<file path="src/rtl/code_sequencer_pkg.sv">
// Shared definitions for the code sequencer: FSM encodings and default sizing
// matched to the 3-to-6 decoder it feeds.
package code_sequencer_pkg;
  localparam int W_DEF       = 3;
  localparam int N_CODES_DEF = 6;
  localparam int DWELL_DEF   = 2;

  localparam logic [1:0] S_IDLE = 2'd0;
  localparam logic [1:0] S_SHOW = 2'd1;
  localparam logic [1:0] S_GAP  = 2'd2;
endpackage

</file>
<file path="src/rtl/code_sequencer_step.sv">
// Next-code logic: steps x up or down modulo N_CODES and flags a wrap.
module code_sequencer_step
  import code_sequencer_pkg::*;
#(
  parameter int W       = W_DEF,
  parameter int N_CODES = N_CODES_DEF
) (
  input  logic [W-1:0] x_i,
  input  logic         dir_i,
  output logic [W-1:0] nxt_o,
  output logic         wrap_o
);
  localparam logic [W-1:0] LAST = W'(N_CODES - 1);

  always_comb begin
    nxt_o  = x_i;
    wrap_o = 1'b0;
    if (dir_i) begin
      if (x_i == '0) begin
        nxt_o  = LAST;
        wrap_o = 1'b1;
      end else begin
        nxt_o = x_i - W'(1);
      end
    end else begin
      if (x_i == LAST) begin
        nxt_o  = '0;
        wrap_o = 1'b1;
      end else begin
        nxt_o = x_i + W'(1);
      end
    end
  end
endmodule

</file>
<file path="src/rtl/code_sequencer.sv">
// Generates decoder input codes over valid/ready, free-running or one-shot,
// with an optional idle gap after each accepted code.
module code_sequencer
  import code_sequencer_pkg::*;
#(
  parameter int W       = W_DEF,
  parameter int N_CODES = N_CODES_DEF,
  parameter int DWELL   = DWELL_DEF
) (
  input  logic         clk,
  input  logic         rst,
  input  logic         start,
  input  logic         stop,
  input  logic         oneshot,
  input  logic         dir,
  input  logic         load,
  input  logic [W-1:0] load_val,
  input  logic         out_ready,
  output logic [W-1:0] x,
  output logic         x_valid,
  output logic         wrap,
  output logic         done,
  output logic         busy
);
  // Counter keeps at least one bit so DWELL=0 still elaborates cleanly.
  localparam int GW = (DWELL > 0) ? $clog2(DWELL + 1) : 1;
  localparam logic [GW-1:0] GAP_LAST = GW'((DWELL > 0) ? DWELL - 1 : 0);
  localparam logic [W-1:0]  LAST     = W'(N_CODES - 1);
  localparam logic [W:0]    NC_EXT   = (W+1)'(N_CODES);

  logic [1:0]    state_q, state_d;
  logic [W-1:0]  x_q, x_d;
  logic [GW-1:0] gap_q, gap_d;
  logic          os_q, os_d;
  logic          vld_q, vld_d;
  logic          wrap_q, wrap_d;
  logic          done_q, done_d;
  logic          busy_q, busy_d;

  logic [W-1:0]  step_nxt;
  logic          step_wrap;
  logic          at_end;

  code_sequencer_step #(.W(W), .N_CODES(N_CODES)) u_step (
    .x_i    (x_q),
    .dir_i  (dir),
    .nxt_o  (step_nxt),
    .wrap_o (step_wrap)
  );

  assign at_end = dir ? (x_q == '0) : (x_q == LAST);

  always_comb begin
    state_d = state_q;
    x_d     = x_q;
    gap_d   = gap_q;
    os_d    = os_q;
    wrap_d  = 1'b0;
    done_d  = 1'b0;
    if (stop) begin
      state_d = S_IDLE;
      gap_d   = '0;
    end else begin
      case (state_q)
        S_IDLE: begin
          if (load && ({1'b0, load_val} < NC_EXT)) x_d = load_val;
          if (start) begin
            state_d = S_SHOW;
            os_d    = oneshot;
          end
        end
        S_SHOW: begin
          if (out_ready) begin
            if (os_q && at_end) begin
              done_d  = 1'b1;
              state_d = S_IDLE;
            end else begin
              x_d    = step_nxt;
              wrap_d = step_wrap;
              if (DWELL > 0) begin
                state_d = S_GAP;
                gap_d   = '0;
              end
            end
          end
        end
        S_GAP: begin
          if (gap_q == GAP_LAST) begin
            state_d = S_SHOW;
            gap_d   = '0;
          end else begin
            gap_d = gap_q + GW'(1);
          end
        end
        default: state_d = S_IDLE;
      endcase
    end
    vld_d  = (state_d == S_SHOW);
    busy_d = (state_d != S_IDLE);
  end

  always_ff @(posedge clk or posedge rst) begin
    if (rst) begin
      state_q <= S_IDLE;
      x_q     <= '0;
      gap_q   <= '0;
      os_q    <= 1'b0;
      vld_q   <= 1'b0;
      wrap_q  <= 1'b0;
      done_q  <= 1'b0;
      busy_q  <= 1'b0;
    end else begin
      state_q <= state_d;
      x_q     <= x_d;
      gap_q   <= gap_d;
      os_q    <= os_d;
      vld_q   <= vld_d;
      wrap_q  <= wrap_d;
      done_q  <= done_d;
      busy_q  <= busy_d;
    end
  end

  assign x       = x_q;
  assign x_valid = vld_q;
  assign wrap    = wrap_q;
  assign done    = done_q;
  assign busy    = busy_q;
endmodule
</file>
<file path="config.mk">
export PLATFORM = sky130hd
export DESIGN_NAME = code_sequencer
export DESIGN_NICKNAME = d
export VERILOG_FILES = /design/src/rtl/code_sequencer_pkg.sv /design/src/rtl/code_sequencer_step.sv /design/src/rtl/code_sequencer.sv
export SDC_FILE = /design/constraint.sdc
export NUM_CORES = 1
export LEC_CHECK = 0
export ABC_AREA = 1
export CAP_MARGIN = 30
export CORE_MARGIN = 2
export CORE_UTILIZATION = 30
export DETAILED_ROUTE_END_ITERATION = 10
export DONT_BUFFER_PORTS = 1
export PLACE_DENSITY = 0.51
export SYNTH_ARGS = -nofsm -noshare
export SYNTH_HDL_FRONTEND = slang
export SYNTH_SLANG_ARGS = --single-unit
</file>
<file path="constraint.sdc">
create_clock -name clk -period 3.9 [get_ports clk]
set_clock_uncertainty 0.2 [all_clocks]
set_input_delay 0.975 -clock clk [delete_from_list [all_inputs] [get_ports clk]]
set_output_delay 0.975 -clock clk [all_outputs]
set_load 0.02 [all_outputs]
</file>
Yosys cells after proc, flatten, opt, wreduce, memory -nomap -nowiden
Index checks and enable logic that the tools add are counted.
- flip-flop bits (word level): 12
- input port bits: 11
- add/sub/neg operators: 3
- bitwise operators: 1
- magnitude comparators: 1
- reductions and logical operators: 10
- muxes and demuxes: 30
- eq/ne operators: 10
- operators with widths (operator ; count):
    $mux W2 ; 9
    $mux W3 ; 6
    $mux W1 ; 12
    $eq A2 B1 Y1 const B ; 3
    $ne A2 B2 Y1 const B ; 3
    $ne A3 B3 Y1 const B ; 2
    $pmux W2 S3 ; 1
    $pmux W3 S2 ; 1
    $reduce_and A3 Y1 ; 2
    $reduce_and A5 Y1 ; 1
    $pmux W2 S2 ; 1
    $reduce_bool A2 Y1 ; 2
    $add A3 B1 Y3 const B ; 1
    $eq A3 B3 Y1 const B ; 1
    $logic_not A3 Y1 ; 1
    $lt A3 B3 Y1 const B ; 1
    $reduce_bool A3 Y1 ; 1
    $sub A3 B1 Y3 const B ; 1
    $add A2 B1 Y2 const B ; 1
    $eq A2 B2 Y1 const B ; 1
    $logic_and A1 B1 Y1 ; 2
    $logic_not A2 Y1 ; 1
    $not A1 Y1 ; 1

Longest topological paths before layout
- word-level depth: 8
- depth in mapped cells: 9
- gate-level depth less buffers: 9

By module
A second synthesis with hierarchy kept.
- cell total of the unflattened synthesis: 107
- area, all modules: 723.2 um^2
- by module, submodules not included (module ; area each (um^2) ; cells an instance ; times used ; seq. area each (um^2)):
    code_sequencer ; 625.6 ; 85 ; 1 ; 300.3
    code_sequencer_step ; 97.6 ; 22 ; 1 ; 0.0

Worst setup path before layout
OpenSTA, ideal clock, no wires.
- path kind: input to register
- from: input dir
- to: register x_q[2], in the netlist x[2]
- arrival time: 1.515 ns
- path slack: 2.069 ns
- cell stages on the path: 9
- path through: inv_2 > nor2_1 > nand2_1 > nand2_4 > nand3_4 > nand2_4 > inv_2 > nand2_1 > nand2_1
- longest elaborated chain between the ends: 4
- RTL lines (element ; line ; RTL):
    from (decl) ; code_sequencer.sv:15 ; input logic dir,
    $mux W3 / $mux W1 (equally long branches) ; code_sequencer_step.sv:18, code_sequencer.sv:51 ;
    $mux W3 / $logic_and A1 B1 Y1 (equally long branches) ; code_sequencer.sv:74 ; if (os_q && at_end) begin
    $mux W3 / $ne A2 B2 Y1 (equally long branches) ; n/a ;
    $pmux W3 S2 / $reduce_and A5 Y1 (equally long branches) ; n/a ;
    to (signal assigned) ; code_sequencer.sv:105 ; x_q <= '0;
    to (signal assigned) ; code_sequencer.sv:114 ; x_q <= x_d;
    to (decl) ; code_sequencer.sv:32 ; logic [W-1:0] x_q, x_d;
Parallel ways exist; a longest one is shown, timed or not. The select of a mux whose other input is x is not followed.
A chain may end at the register's enable or synchronous reset.

Final worst setup path
- from: register x_q[0], in the netlist x[0]
- to: output x[0]
- RTL lines (element ; line ; RTL):
    to (decl) ; code_sequencer.sv:19 ; output logic [W-1:0] x,
No word-level cell between the ends.

==> summary.md <==
• 0 — Slew Viols, Final
• 18 — number of distinct library cell variants in the gate-level netlist after synthesis
• 212.7 uW — cell internal power dissipation
• built — TritonCTS clock tree
• 135 — Layout Cells excl Fill
• 120 — Layout Nets
• 0 — Max-Cap Viols
• 1.471 mm — Post-Route WL
• 0 ps — setup_tns
• 0 — cells resized by post-CTS repair
• reg -> reg — kind of path behind the tightest hold check
• 53.35 um — die boundary width
• 362.2 uW — Power Total
• 1.164 mm — placed wire-length estimate
• 132 — placed cells
• 0 — total setup buffers inserted after CTS
• 0.4940 GHz — f_max
• 2.622 mm — first-pass GRT wire length
• 4.570 — Via density
• 0 — # setup viols final
• 730.7 um2 — post-synthesis instance area
• 0.7745 — final RePlAce weighted congestion
• flop — CP Launch Type
• 80 ps — Worst-path clk slew
• 0 — residual antenna-violating net count after detailed routing
• output port — sort of element at the end of the critical path
• 0 — final hold vios
• 2 — maximum root-to-sink buffer count
• 2255 um2 — Floorplan Core Area
• 17 — Placement Rows
• 2024 ps — shortest period the worst path allows
• 41.27% — switching fraction of total power
• 13 — largest net degree at the start of global routing
• 7.877% — layout overhead on the synthesized area
• 12.94% — total routing usage reported by global routing
• 104 — gate count of the mapped netlist
• 628 — vias in the first global route
• 617 — detailed-route via count
• 12 — register bit total from synthesis
• 34.96% — Layout Utilization
• 270 ps — insertion delay to the later sink of the worst-skew pair
• 0 — antenna violations before repair
• 2846 um2 — area enclosed by the die boundary
• 3 — TritonCTS buffer count
• finished, final reports clean — status
• 0 — GRT overflow
• 27.6% — relative contribution of combinational cells to total power
• 12 — sinks on the clock net
• 1 — H-tree Lvls
• 459.5 nW/um2 — power per cell area
• 68.14% — Rel. slew slack
• 850 ps — Data arrival, critical path
• 10.90 um — per-cell routed wire length
• sky130_fd_sc_hd__clkbuf_4 — master cell of the clock root buffer
• 51.2% — power share of the sequential group
• 0 — ant diodes
• 4 — number of iterations in the first detailed-routing pass
• 32.41% — starting density of the core
• 7 — critical path peak fanout
• 10 — DRT iter0 DRCs
• 7.026 um2 — mean instance size in the synthesized netlist
• 2720 ps — required arrival time at the worst endpoint
• 0 — Residual DRC
• 0 — cts hold-fix bufs
• 115 — nets in the synthesized netlist
• 53.35 um — Vert. Die Dim
• 18.69% — layout cell share with drive strength beyond 1
• 18 — num ports
• 41.10% — register area share after synthesis
• no — unrepaired setup endpoints after global routing
• 0 — Synth Warn #
• 477.4 ps — actual transition at the worst max-transition pin
• 0.0002405 V — Peak VDD IR
• 21.2% — power share of the clock group
• 51.90% — period utilization
• 0 — number of buffer cells added on primary ports
• reg -> out — worst setup path class
• 0.0004564 uW — leakage power figure
• 149.5 uW — Psw
==> area by class of cell <==
| cell class | count | area (um2) |
|---|---|---|
| Clock buffer | 3 | 22.52 |
| Fill cell | 259 | 1466 |
| Inverter | 20 | 75.07 |
| Multi-Input combinational cell | 72 | 355.3 |
| Sequential cell | 12 | 300.3 |
| Tap cell | 28 | 35.03 |
==> registers in the layout (all words and copies together) (netlist names) <==
name / flops
x: 3
gap_q: 2
state_q: 2
busy: 1
done: 1
os_q: 1
wrap: 1
x_valid: 1
==> power by group through the flow <==
stage               Sequential, uW  Combinational [uW]  Clock [uW]
finish                         185                 100        76.8
global route                   190                 116        86.0
CTS                            186                 102        80.4
detailed placement             188                 102           0
global placement               187                99.6           0
floorplan                      180                87.2           0
==> layout by cell type (no fill, tap or decap) <==
cell type and count:
sky130_fd_sc_hd__nand2_2 5, sky130_fd_sc_hd__nand2_1 35, sky130_fd_sc_hd__nor3_1 2, sky130_fd_sc_hd__nor2_4 2, sky130_fd_sc_hd__clkinv_1 1, sky130_fd_sc_hd__nor2_1 10
sky130_fd_sc_hd__o21ai_1 1, sky130_fd_sc_hd__dfrtp_1 12, sky130_fd_sc_hd__nand2_4 2, sky130_fd_sc_hd__a21oi_1 2, sky130_fd_sc_hd__nor2_2 1, sky130_fd_sc_hd__nand4_1 4
sky130_fd_sc_hd__clkbuf_4 3, sky130_fd_sc_hd__or2_2 1, sky130_fd_sc_hd__inv_2 5, sky130_fd_sc_hd__o21ai_0 1, sky130_fd_sc_hd__inv_1 14, sky130_fd_sc_hd__nand3_4 1
sky130_fd_sc_hd__nand3_1 5
==> kinds of logic after synthesis <==
kind of cell	share of synthesized area [%]
flops	41.10
buf+inv	10.27
simple gates	45.89
compound gates	2.738
==> Yosys cell counts (all sizes together) <==
master / number / area share (%)
nand3: 6 / 5.8
a21oi: 2 / 1.4
nor2: 13 / 9.1
nor3: 2 / 1.4
clkinv: 1 / 0.51
nand4: 4 / 3.4
dfrtp: 12 / 41
o21ai: 2 / 1.4
nand2: 42 / 25
or2: 1 / 0.86
inv: 19 / 9.8
==> routing by layer <==
| metal | up-vias | track usage [%] | wire length (um) |
|---|---|---|---|
| met1 | 276 | 15.63 | 648 |
| met2 | 13 | 20.99 | 726 |
| met4 | 0 | 8.120 | 34 |
| li1 | 322 | - | - |
| met5 | - | 0 | 0 |
| met3 | 6 | 2.260 | 61 |
==> stage by stage <==
stage / cell area [um2] / setup WS [ps] / hold WS, ps
floorplan: 730.7 / 2069 / 289.3
global placement: 765.7 / 2010 / 322.0
detailed placement: 765.7 / 2001 / 317.7
CTS: 788.3 / 1865 / 337.6
global route: 788.3 / 1823 / 365.6
finish: 788.3 / 1876 / 334.6
==> final timing paths <==
check                      startpoint        to  slack, ps  cells after the start
setup / recovery                 x[0]      x[0]       1880                      0
hold / removal               gap_q[0]  gap_q[0]        330                      2
setup reg to reg                 x[0]      x[2]       2390                      9
hold reg to reg              gap_q[0]  gap_q[0]        330                      2
max in group asynchronous         rst      x[1]       2780                      1
min in group asynchronous         rst      busy        400                      1
No activity file was read; power rests on OpenSTA's default activity.
